## src/rtl/fp_add_pipe.sv

```systemverilog
// Three-stage pipelined floating-point adder/subtractor: unpack/align, add, normalise/round/pack.
// Round-to-nearest-even with full subnormal support; the whole pipe stalls on output backpressure.
module fp_add_pipe #(
  parameter int EXP_W = 5,
  parameter int MAN_W = 10,
  localparam int W = 1 + EXP_W + MAN_W
) (
  input  logic         clk,
  input  logic         rst,
  input  logic         in_valid,
  output logic         in_ready,
  input  logic [W-1:0] a,
  input  logic [W-1:0] b,
  input  logic         sub,
  output logic         out_valid,
  input  logic         out_ready,
  output logic [W-1:0] result,
  output logic         overflow,
  output logic         zero,
  output logic         nan,
  output logic         inexact
);

  localparam int SIG_W = MAN_W + 1;
  localparam int AL_W  = MAN_W + 3;
  localparam int SUM_W = MAN_W + 5;
  localparam int SH_W  = $clog2(AL_W + 1);
  localparam int LZ_W  = $clog2(SUM_W);
  localparam logic [EXP_W-1:0] EXP_ONES = '1;

  logic advance;
  assign advance  = out_ready | ~out_valid;
  assign in_ready = advance;

  // Stage 1: unpack, order by magnitude, align the smaller significand
  logic              a_sgn, b_sgn, a_nan, b_nan, a_inf, b_inf, swap;
  logic [EXP_W-1:0]  a_exp, b_exp, big_exp, sml_exp, exp_diff;
  logic [SIG_W-1:0]  a_sig, b_sig, big_sig, sml_sig;
  logic [SH_W-1:0]   al_sh;
  logic [2*AL_W-1:0] al_wide;

  always_comb begin
    a_sgn    = a[W-1];
    b_sgn    = b[W-1] ^ sub;
    a_exp    = (a[W-2:MAN_W] == '0) ? EXP_W'(1) : a[W-2:MAN_W];
    b_exp    = (b[W-2:MAN_W] == '0) ? EXP_W'(1) : b[W-2:MAN_W];
    a_sig    = {a[W-2:MAN_W] != '0, a[MAN_W-1:0]};
    b_sig    = {b[W-2:MAN_W] != '0, b[MAN_W-1:0]};
    a_nan    = (a[W-2:MAN_W] == EXP_ONES) && (a[MAN_W-1:0] != '0);
    b_nan    = (b[W-2:MAN_W] == EXP_ONES) && (b[MAN_W-1:0] != '0);
    a_inf    = (a[W-2:MAN_W] == EXP_ONES) && (a[MAN_W-1:0] == '0);
    b_inf    = (b[W-2:MAN_W] == EXP_ONES) && (b[MAN_W-1:0] == '0);
    swap     = b[W-2:0] > a[W-2:0];
    big_exp  = swap ? b_exp : a_exp;
    sml_exp  = swap ? a_exp : b_exp;
    big_sig  = swap ? b_sig : a_sig;
    sml_sig  = swap ? a_sig : b_sig;
    exp_diff = big_exp - sml_exp;
    al_sh    = (32'(exp_diff) >= 32'(AL_W)) ? SH_W'(AL_W) : SH_W'(exp_diff);
    // Lower half of the wide shift collects every shifted-out bit for sticky
    al_wide  = {sml_sig, 2'b00, {AL_W{1'b0}}} >> al_sh;
  end

  logic             s1_valid, s1_sign, s1_sub_op, s1_sticky, s1_nan, s1_inf, s1_inf_s;
  logic [EXP_W-1:0] s1_exp;
  logic [SIG_W-1:0] s1_big;
  logic [AL_W-1:0]  s1_sml;

  always_ff @(posedge clk or posedge rst) begin
    if (rst) begin
      s1_valid  <= 1'b0;
      s1_sign   <= 1'b0;
      s1_sub_op <= 1'b0;
      s1_sticky <= 1'b0;
      s1_nan    <= 1'b0;
      s1_inf    <= 1'b0;
      s1_inf_s  <= 1'b0;
      s1_exp    <= '0;
      s1_big    <= '0;
      s1_sml    <= '0;
    end else if (advance) begin
      s1_valid  <= in_valid;
      s1_sign   <= swap ? b_sgn : a_sgn;
      s1_sub_op <= a_sgn ^ b_sgn;
      s1_sticky <= |al_wide[AL_W-1:0];
      s1_nan    <= a_nan | b_nan | (a_inf & b_inf & (a_sgn ^ b_sgn));
      s1_inf    <= a_inf | b_inf;
      s1_inf_s  <= a_inf ? a_sgn : b_sgn;
      s1_exp    <= big_exp;
      s1_big    <= big_sig;
      s1_sml    <= al_wide[2*AL_W-1:AL_W];
    end
  end

  // Stage 2: magnitude add/subtract; sticky rides as the LSB so borrows are exact
  logic [SUM_W-1:0] big_x, sml_x, sum;
  logic [LZ_W-1:0]  lzc;

  always_comb begin
    big_x = {1'b0, s1_big, 3'b000};
    sml_x = {1'b0, s1_sml, s1_sticky};
    sum   = s1_sub_op ? (big_x - sml_x) : (big_x + sml_x);
    lzc   = LZ_W'(SUM_W - 1);
    for (int unsigned i = 0; i < SUM_W - 1; i++) begin
      if (sum[i]) lzc = LZ_W'(SUM_W - 2 - i);
    end
  end

  logic             s2_valid, s2_sign, s2_sub_op, s2_nan, s2_inf, s2_inf_s;
  logic [EXP_W-1:0] s2_exp;
  logic [SUM_W-1:0] s2_sum;
  logic [LZ_W-1:0]  s2_lzc;

  always_ff @(posedge clk or posedge rst) begin
    if (rst) begin
      s2_valid  <= 1'b0;
      s2_sign   <= 1'b0;
      s2_sub_op <= 1'b0;
      s2_nan    <= 1'b0;
      s2_inf    <= 1'b0;
      s2_inf_s  <= 1'b0;
      s2_exp    <= '0;
      s2_sum    <= '0;
      s2_lzc    <= '0;
    end else if (advance) begin
      s2_valid  <= s1_valid;
      s2_sign   <= s1_sign;
      s2_sub_op <= s1_sub_op;
      s2_nan    <= s1_nan;
      s2_inf    <= s1_inf;
      s2_inf_s  <= s1_inf_s;
      s2_exp    <= s1_exp;
      s2_sum    <= sum;
      s2_lzc    <= lzc;
    end
  end

  // Stage 3: normalise, round to nearest even, pack and apply specials
  logic [SUM_W-2:0] norm;
  logic [EXP_W:0]   exp_n, exp_f;
  logic [31:0]      shl;
  logic [SIG_W:0]   rnd;
  logic             rnd_up, lost, res_sign;
  logic [W-1:0]     res_c;
  logic             ovf_c, zero_c, nan_c, inx_c;

  always_comb begin
    shl = '0;
    if (s2_sum[SUM_W-1]) begin
      norm  = {s2_sum[SUM_W-1:2], s2_sum[1] | s2_sum[0]};
      exp_n = {1'b0, s2_exp} + (EXP_W+1)'(1);
    end else begin
      // A clamped shift leaves the hidden bit clear: the value is subnormal
      shl   = (32'(s2_lzc) < (32'(s2_exp) - 32'd1)) ? 32'(s2_lzc) : (32'(s2_exp) - 32'd1);
      norm  = s2_sum[SUM_W-2:0] << shl;
      exp_n = (EXP_W+1)'(32'(s2_exp) - shl);
    end
    lost   = |norm[2:0];
    rnd_up = norm[2] & (norm[1] | norm[0] | norm[3]);
    rnd    = {1'b0, norm[SUM_W-2:3]} + (SIG_W+1)'(rnd_up);
    if (rnd[SIG_W])      exp_f = exp_n + (EXP_W+1)'(1);
    else if (rnd[MAN_W]) exp_f = exp_n;
    else                 exp_f = '0;
    res_sign = (s2_sub_op && (s2_sum == '0)) ? 1'b0 : s2_sign;

    res_c  = {res_sign, exp_f[EXP_W-1:0], rnd[MAN_W-1:0]};
    ovf_c  = 1'b0;
    zero_c = 1'b0;
    nan_c  = 1'b0;
    inx_c  = 1'b0;
    if (s2_nan) begin
      res_c = {1'b0, EXP_ONES, 1'b1, {(MAN_W-1){1'b0}}};
      nan_c = 1'b1;
    end else if (s2_inf) begin
      res_c = {s2_inf_s, EXP_ONES, {MAN_W{1'b0}}};
    end else if (exp_f >= {1'b0, EXP_ONES}) begin
      res_c = {res_sign, EXP_ONES, {MAN_W{1'b0}}};
      ovf_c = 1'b1;
      inx_c = 1'b1;
    end else begin
      zero_c = (res_c[W-2:0] == '0);
      inx_c  = lost;
    end
  end

  always_ff @(posedge clk or posedge rst) begin
    if (rst) begin
      out_valid <= 1'b0;
      result    <= '0;
      overflow  <= 1'b0;
      zero      <= 1'b0;
      nan       <= 1'b0;
      inexact   <= 1'b0;
    end else if (advance) begin
      out_valid <= s2_valid;
      result    <= res_c;
      overflow  <= ovf_c;
      zero      <= zero_c;
      nan       <= nan_c;
      inexact   <= inx_c;
    end
  end

endmodule

```

## config.mk

```make
export PLATFORM = sky130hd
export DESIGN_NAME = fp_add_pipe
export DESIGN_NICKNAME = d
export VERILOG_FILES = /design/src/rtl/fp_add_pipe.sv
export SDC_FILE = /design/constraint.sdc
export NUM_CORES = 1
export LEC_CHECK = 0
export BUFFER_PORTS_ARGS = -buffer_cell sky130_fd_sc_hd__buf_2
export CAP_MARGIN = 20
export CORE_MARGIN = 10
export CORE_UTILIZATION = 40
export CTS_CLUSTER_SIZE = 25
export DETAILED_ROUTE_END_ITERATION = 8
export PLACE_DENSITY_LB_ADDON = 0.2
export SYNTH_ARGS = -nofsm -noshare
export SYNTH_HDL_FRONTEND = slang
export SYNTH_SLANG_ARGS = --single-unit
```

## constraint.sdc

```tcl
create_clock -name clk -period 6.88 [get_ports clk]
set_input_delay 1.376 -clock clk [delete_from_list [all_inputs] [get_ports clk]]
set_output_delay 1.376 -clock clk [all_outputs]
set_load 0.1 [all_outputs]
```

==> flow_summary.json, run 1 <==
{
  "drtPass1Iterations": 5,
  "row_count": 51,
  "num_io_pins": 59,
  "cts_hold_buf": 0,
  "skew_ps": 12.1,
  "die_w_um": 160,
  "synth_flop_cell": "dfrtp_1",
  "hold_viol_final": 0,
  "drive_gt1_frac": 0.144,
  "nets": 1101,
  "cts.sinks": 87,
  "grt_overflow": 0,
  "cts_root_buf": "clkbuf_16",
  "critPathMaxFanout": 13,
  "routabilityCongestion": 0.906,
  "syn_nets": 1055,
  "insertedDiodeCount": 0,
  "nFillCells": 1984,
  "grt_pass1_vias": 7058,
  "clockBufferDepth": 2,
  "synth.distinct_cells": 89,
  "rsz0062_at_grt": "no",
  "h-tree-depth": 3,
  "grt_usage": 0.168,
  "core-area_um2": 19400,
  "critPathLaunchType": "primary input",
  "tns_ps": 0,
  "finalCritPeriodShare": 0.912,
  "area_growth_pct": 11.9,
  "critPathCaptureType": "flip-flop",
  "fmax_mhz": 159,
  "wire_per_inst_um": 17.0,
  "ctsResizeCount": 0,
  "io_buffers": 58,
  "setup_viol": 0,
  "numCtsBuffers": 9,
  "yosysWarnings": 0,
  "tightest_slew_ps": 859,
  "dieArea_um2": 25700,
  "crit_type": "in2reg",
  "final_cell_mix": "123 x nand2_1, 87 x dfrtp_1, 78 x nor2_1",
  "vias_per_cell": 5.66,
  "detail_route.wirelength_mm": 21.7,
  "drc": 0,
  "dp_hpwl_mm": 17.0,
  "cts_setup_buffers": 0,
  "relSlewSlack": 0.428,
  "drt_iter0_drc": 512,
  "period_needed_ps": 6270,
  "start_util": 0.405,
  "async_reset_ff_frac": 1.00,
  "postRouteAntennaNets": 0,
  "rrSetupSlack_ps": 830,
  "cts_tree": "yes",
  "ys_ff_latch": 87,
  "yosysSeqAreaShare": 0.277,
  "synth_edf_count": 0,
  "final_common_cell": "nand2_1",
  "grt_start_max_net_pins": 67,
  "slew_violations": 0,
  "crit_required_ps": 7080,
  "syn-instance-count": 962,
  "avgSynthCellArea_um2": 8.17,
  "die_h_um": 160,
  "status": "complete, no violations",
  "cts.clk_slew.worst_paths_ps": 70,
  "syn-cell-area_um2": 7860,
  "grt_pass1_wl_mm": 36.4,
  "cp.arrival_ps": 6470,
  "clk_latency_ps": 350,
  "hold_class": "reg2reg",
  "antenna_found_initial": 0,
  "vias": 7232,
  "drv_cap": 0
}
[flip-flops by register name, summed over array words and instances (netlist names), 4 cells and up]
| register | flops |
|---|---|
| s2_sum | 15 |
| s1_big | 11 |
| s1_exp | 5 |
| s2_exp | 5 |
| s1_sml | 13 |
| s2_lzc | 4 |
| result | 16 |
[path summary, 6_finish.rpt]
check,startpoint,to,depth (start not counted)
min in group asynchronous,rst,s2_sum[4],2
worst min register to register,s2_valid,out_valid,1
max in group asynchronous,rst,result[0],3
worst min-delay path,s2_valid,out_valid,1
worst max-delay path,a[1],s1_sticky,24
worst max register to register,s2_exp[0],result[0],23
[cells in the mapped netlist (7+ instances only)]
library cell / number / share of area
xnor2_1: 22 / 0.025
nand2_1: 123 / 0.059
o211ai_1: 16 / 0.015
inv_1: 63 / 0.030
o21ai_0: 54 / 0.034
o21bai_1: 9 / 0.0086
o21a_1: 8 / 0.0076
clkbuf_1: 29 / 0.014
mux2_2: 17 / 0.024
or3_1: 10 / 0.0080
a21oi_1: 64 / 0.041
dfrtp_1: 87 / 0.28
a22oi_1: 8 / 0.0076
a31oi_1: 7 / 0.0056
nand4_1: 9 / 0.0072
xor2_1: 10 / 0.011
nor2_1: 78 / 0.037
o22ai_1: 9 / 0.0072
a22o_1: 14 / 0.016
o21ai_1: 7 / 0.0045
nor3_1: 21 / 0.013
a21o_1: 16 / 0.015
mux2i_1: 47 / 0.060
nand3_1: 22 / 0.014
o31ai_1: 12 / 0.011
ha_1: 53 / 0.084
nor4_1: 9 / 0.0072
[through the flow]
stage	instance area [um^2]	cells	utilization	worst slack, ps	hold slack (ps)
2_1_floorplan	7870	962	-	166	430
3_3_place_gp	8480	1262	0.437	362	447
3_5_place_dp	8480	1262	0.437	295	454
4_1_cts	8800	1278	0.453	655	468
5_1_grt	8800	1278	0.453	215	501
6_report	8800	1278	0.453	609	461
[per-layer routing]
metal / vias to the layer above / share of wire / track usage
li1: 3600 / - / -
met1: 3436 / 0.50 / 0.233
met2: 183 / 0.45 / 0.267
met3: 13 / 0.042 / 0.0257
met4: 0 / 0.0096 / 0.0384
met5: - / 0 / 0
[cell families after synthesis]
kind of cell,synth area share
AOI/OAI and AO/OA,0.251
muxes,0.0842
DFF,0.277
buffers and inverters,0.0550
xor gates and xnor gates,0.0356
adders and majority gates,0.0932
and+or+nand+nor,0.204
[critical path, stage by stage]
cell and delay, ps:
buf_2 110, inv_1 40, ha_1 290, nor2b_1 130
o21a_1 160, o21a_1 160, o21a_1 170, o21a_1 160
o21ai_0 160, a21oi_1 130, o21ai_4 320, mux2i_1 430
inv_1 90, ha_1 300, nor2b_1 120, o21ai_0 140
nand2b_1 80, xnor2_1 280, nor2_1 100, or3_1 560
o32a_1 430, a2111oi_0 420, a41o_1 230, a22oi_1 70
[final cells by class]
type | count | area (um^2) | share of cell area
multi-input combinational | 765 | 5270 | 0.599
sequential | 87 | 2180 | 0.248
timing repair buffer | 80 | 455 | 0.0518
tap | 265 | 332 | 0.0377
inverter | 65 | 245 | 0.0279
clock buffer | 9 | 225 | 0.0256
clock inverter | 7 | 88.8 | 0.0101
Power of run 1 is not shown: default switching activity piles up to over one toggle a cycle in this logic, so the estimate is an artifact.
==> run 2, diff against run 1 <==
Settings changed: CORE_ASPECT_RATIO set to 1.5.
==> flow_summary.json, run 2 (synthesis gave the netlist of run 1 again) <==
{
  "status": "complete, no violations",
  "hold_depth": 2,
  "ctsResizeCount": 0,
  "cts_hold_buf": 0,
  "period_needed_ps": 6390,
  "skew_ps": 7.31,
  "cts.sinks": 87,
  "cts_setup_buffers": 0,
  "critPathMaxFanout": 15,
  "vias_per_cell": 5.80,
  "grt_pass1_vias": 7261,
  "reg2reg_depth": 19,
  "cts.clk_slew.worst_paths_ps": 60,
  "wire_per_inst_um": 18.2,
  "reg_top3": "result (16), s2_sum (15), s1_sml (13)",
  "tns_ps": 0,
  "dieArea_um2": 25800,
  "cts_tree": "yes",
  "insertedDiodeCount": 0,
  "clockBufferDepth": 2,
  "crit_chain": "inv_1, ha_1, xnor2_1, ha_1, a21oi_1, o211ai_2, o2111a_2, nor3_4, mux2_2, a311oi_1, o21ai_0, ha_1, nand3_1, nand2_1, nand2_1, a32oi_2, nor4b_4, nor2b_1, a221o_1",
  "cts_root_buf": "clkbuf_16",
  "stdcell_area_um2": 8820,
  "numCtsBuffers": 9,
  "final_cell_mix": "123 x nand2_1, 87 x dfrtp_1, 78 x nor2_1",
  "dp_hpwl_mm": 18.2,
  "routabilityCongestion": 0.933,
  "hold_viol_final": 0,
  "largest_reg_flops": 16,
  "setup_viol": 0,
  "num_io_pins": 59,
  "drc": 0,
  "crit_type": "reg2reg",
  "critPathLaunchType": "flip-flop",
  "final_common_cell": "nand2_1",
  "regMostFlops": "result",
  "die_h_um": 192,
  "grt_usage": 0.182,
  "critPathCaptureType": "flip-flop",
  "antenna_found_initial": 0,
  "area_growth_pct": 12.2,
  "placed_cell_area_um2": 8470,
  "fmax_mhz": 157,
  "r2r_end": "result[9]",
  "nets": 1101,
  "cp_top_family": "compound AO/OA/AOI/OAI gates",
  "finalCritPeriodShare": 0.928,
  "vias": 7355,
  "core-area_um2": 19200,
  "postRouteAntennaNets": 0,
  "grt_pass1_wl_mm": 37.8,
  "die_w_um": 134,
  "grt_start_max_net_pins": 68,
  "drt_iter0_drc": 540,
  "cpPeakStageDelay_ps": 650,
  "worstHoldStart": "s1_valid",
  "r2r-start": "s2_exp[0]",
  "rrSetupSlack_ps": 490,
  "cp_slowest_cell": "a311oi_1",
  "worst_hold_path.endpoint": "s1_valid",
  "io_buffers": 58,
  "drv_cap": 0,
  "crit_buf_inv": 1,
  "rsz0062_at_grt": "no",
  "relSlewSlack": 0.420,
  "crit_required_ps": 7120,
  "start_util": 0.409,
  "slew_violations": 0,
  "nFillCells": 2015,
  "tightest_slew_ps": 865,
  "grt_overflow": 0,
  "detail_route.wirelength_mm": 23.1,
  "cpMostUsedCell": "ha_1",
  "cp.arrival_ps": 6630,
  "drtPass1Iterations": 5,
  "clk_latency_ps": 360,
  "h-tree-depth": 3,
  "drive_gt1_frac": 0.144,
  "row_count": 62,
  "hold_class": "reg2reg"
}
run 2: cell count changes in the layout (fill, tap and decap cells not counted):
cell       delta
nor3_2        -1
nor3_4        +1
inv_8         -3
clkinv_2      +1
bufinv_16     +2
run 2: area by class of cell:
class / count / area [um^2] / area share
Multi-Input combinational cell: 765 / 5280 / 0.598
Sequential cell: 87 / 2180 / 0.247
Timing Repair Buffer: 80 / 455 / 0.0516
Tap cell: 256 / 320 / 0.0363
Inverter: 65 / 245 / 0.0278
Clock buffer: 9 / 225 / 0.0255
Clock inverter: 7 / 120 / 0.0136
run 2: metrics by stage:
step | setup WS, ps | hold slack (ps) | instances | util
after floorplan | 166 | 430 | 962 | -
after global placement | 373 | 443 | 1253 | 0.440
after detailed placement | 284 | 457 | 1253 | 0.440
after CTS | 592 | 471 | 1269 | 0.458
after global routing | 20.3 | 499 | 1269 | 0.459
final | 493 | 467 | 1269 | 0.459
run 2: routing by layer:
layer,vias up,track usage,share of wire
met1,3471,0.197,0.39
met4,0,0.105,0.045
met2,209,0.330,0.52
met5,-,0,0
li1,3609,-,-
met3,66,0.0267,0.037
run 2: worst max-delay path by stage:
stage / startpoint / to / slack [ps] / cells past startpoint
after CTS: s2_exp[0] / result[9] / 590 / 20
final: s2_exp[0] / result[9] / 490 / 19
after detailed placement: a[1] / s1_sticky / 280 / 26
after floorplan: a[1] / s1_sticky / 170 / 28
after global routing: s2_exp[0] / result[0] / 20 / 20
after global placement: a[1] / s1_sticky / 370 / 26
run 2: worst register-to-register path, delay by kind of cell (launching register included):
kind | cells | cell delay [ps]
mux | 1 | 440
fa+ha+maj | 3 | 870
simple gates | 6 | 1730
compound gates | 7 | 2250
xor+xnor | 1 | 250
flops | 1 | 620
buf+inv | 1 | 130
Power of run 2 is left out for the same reason.
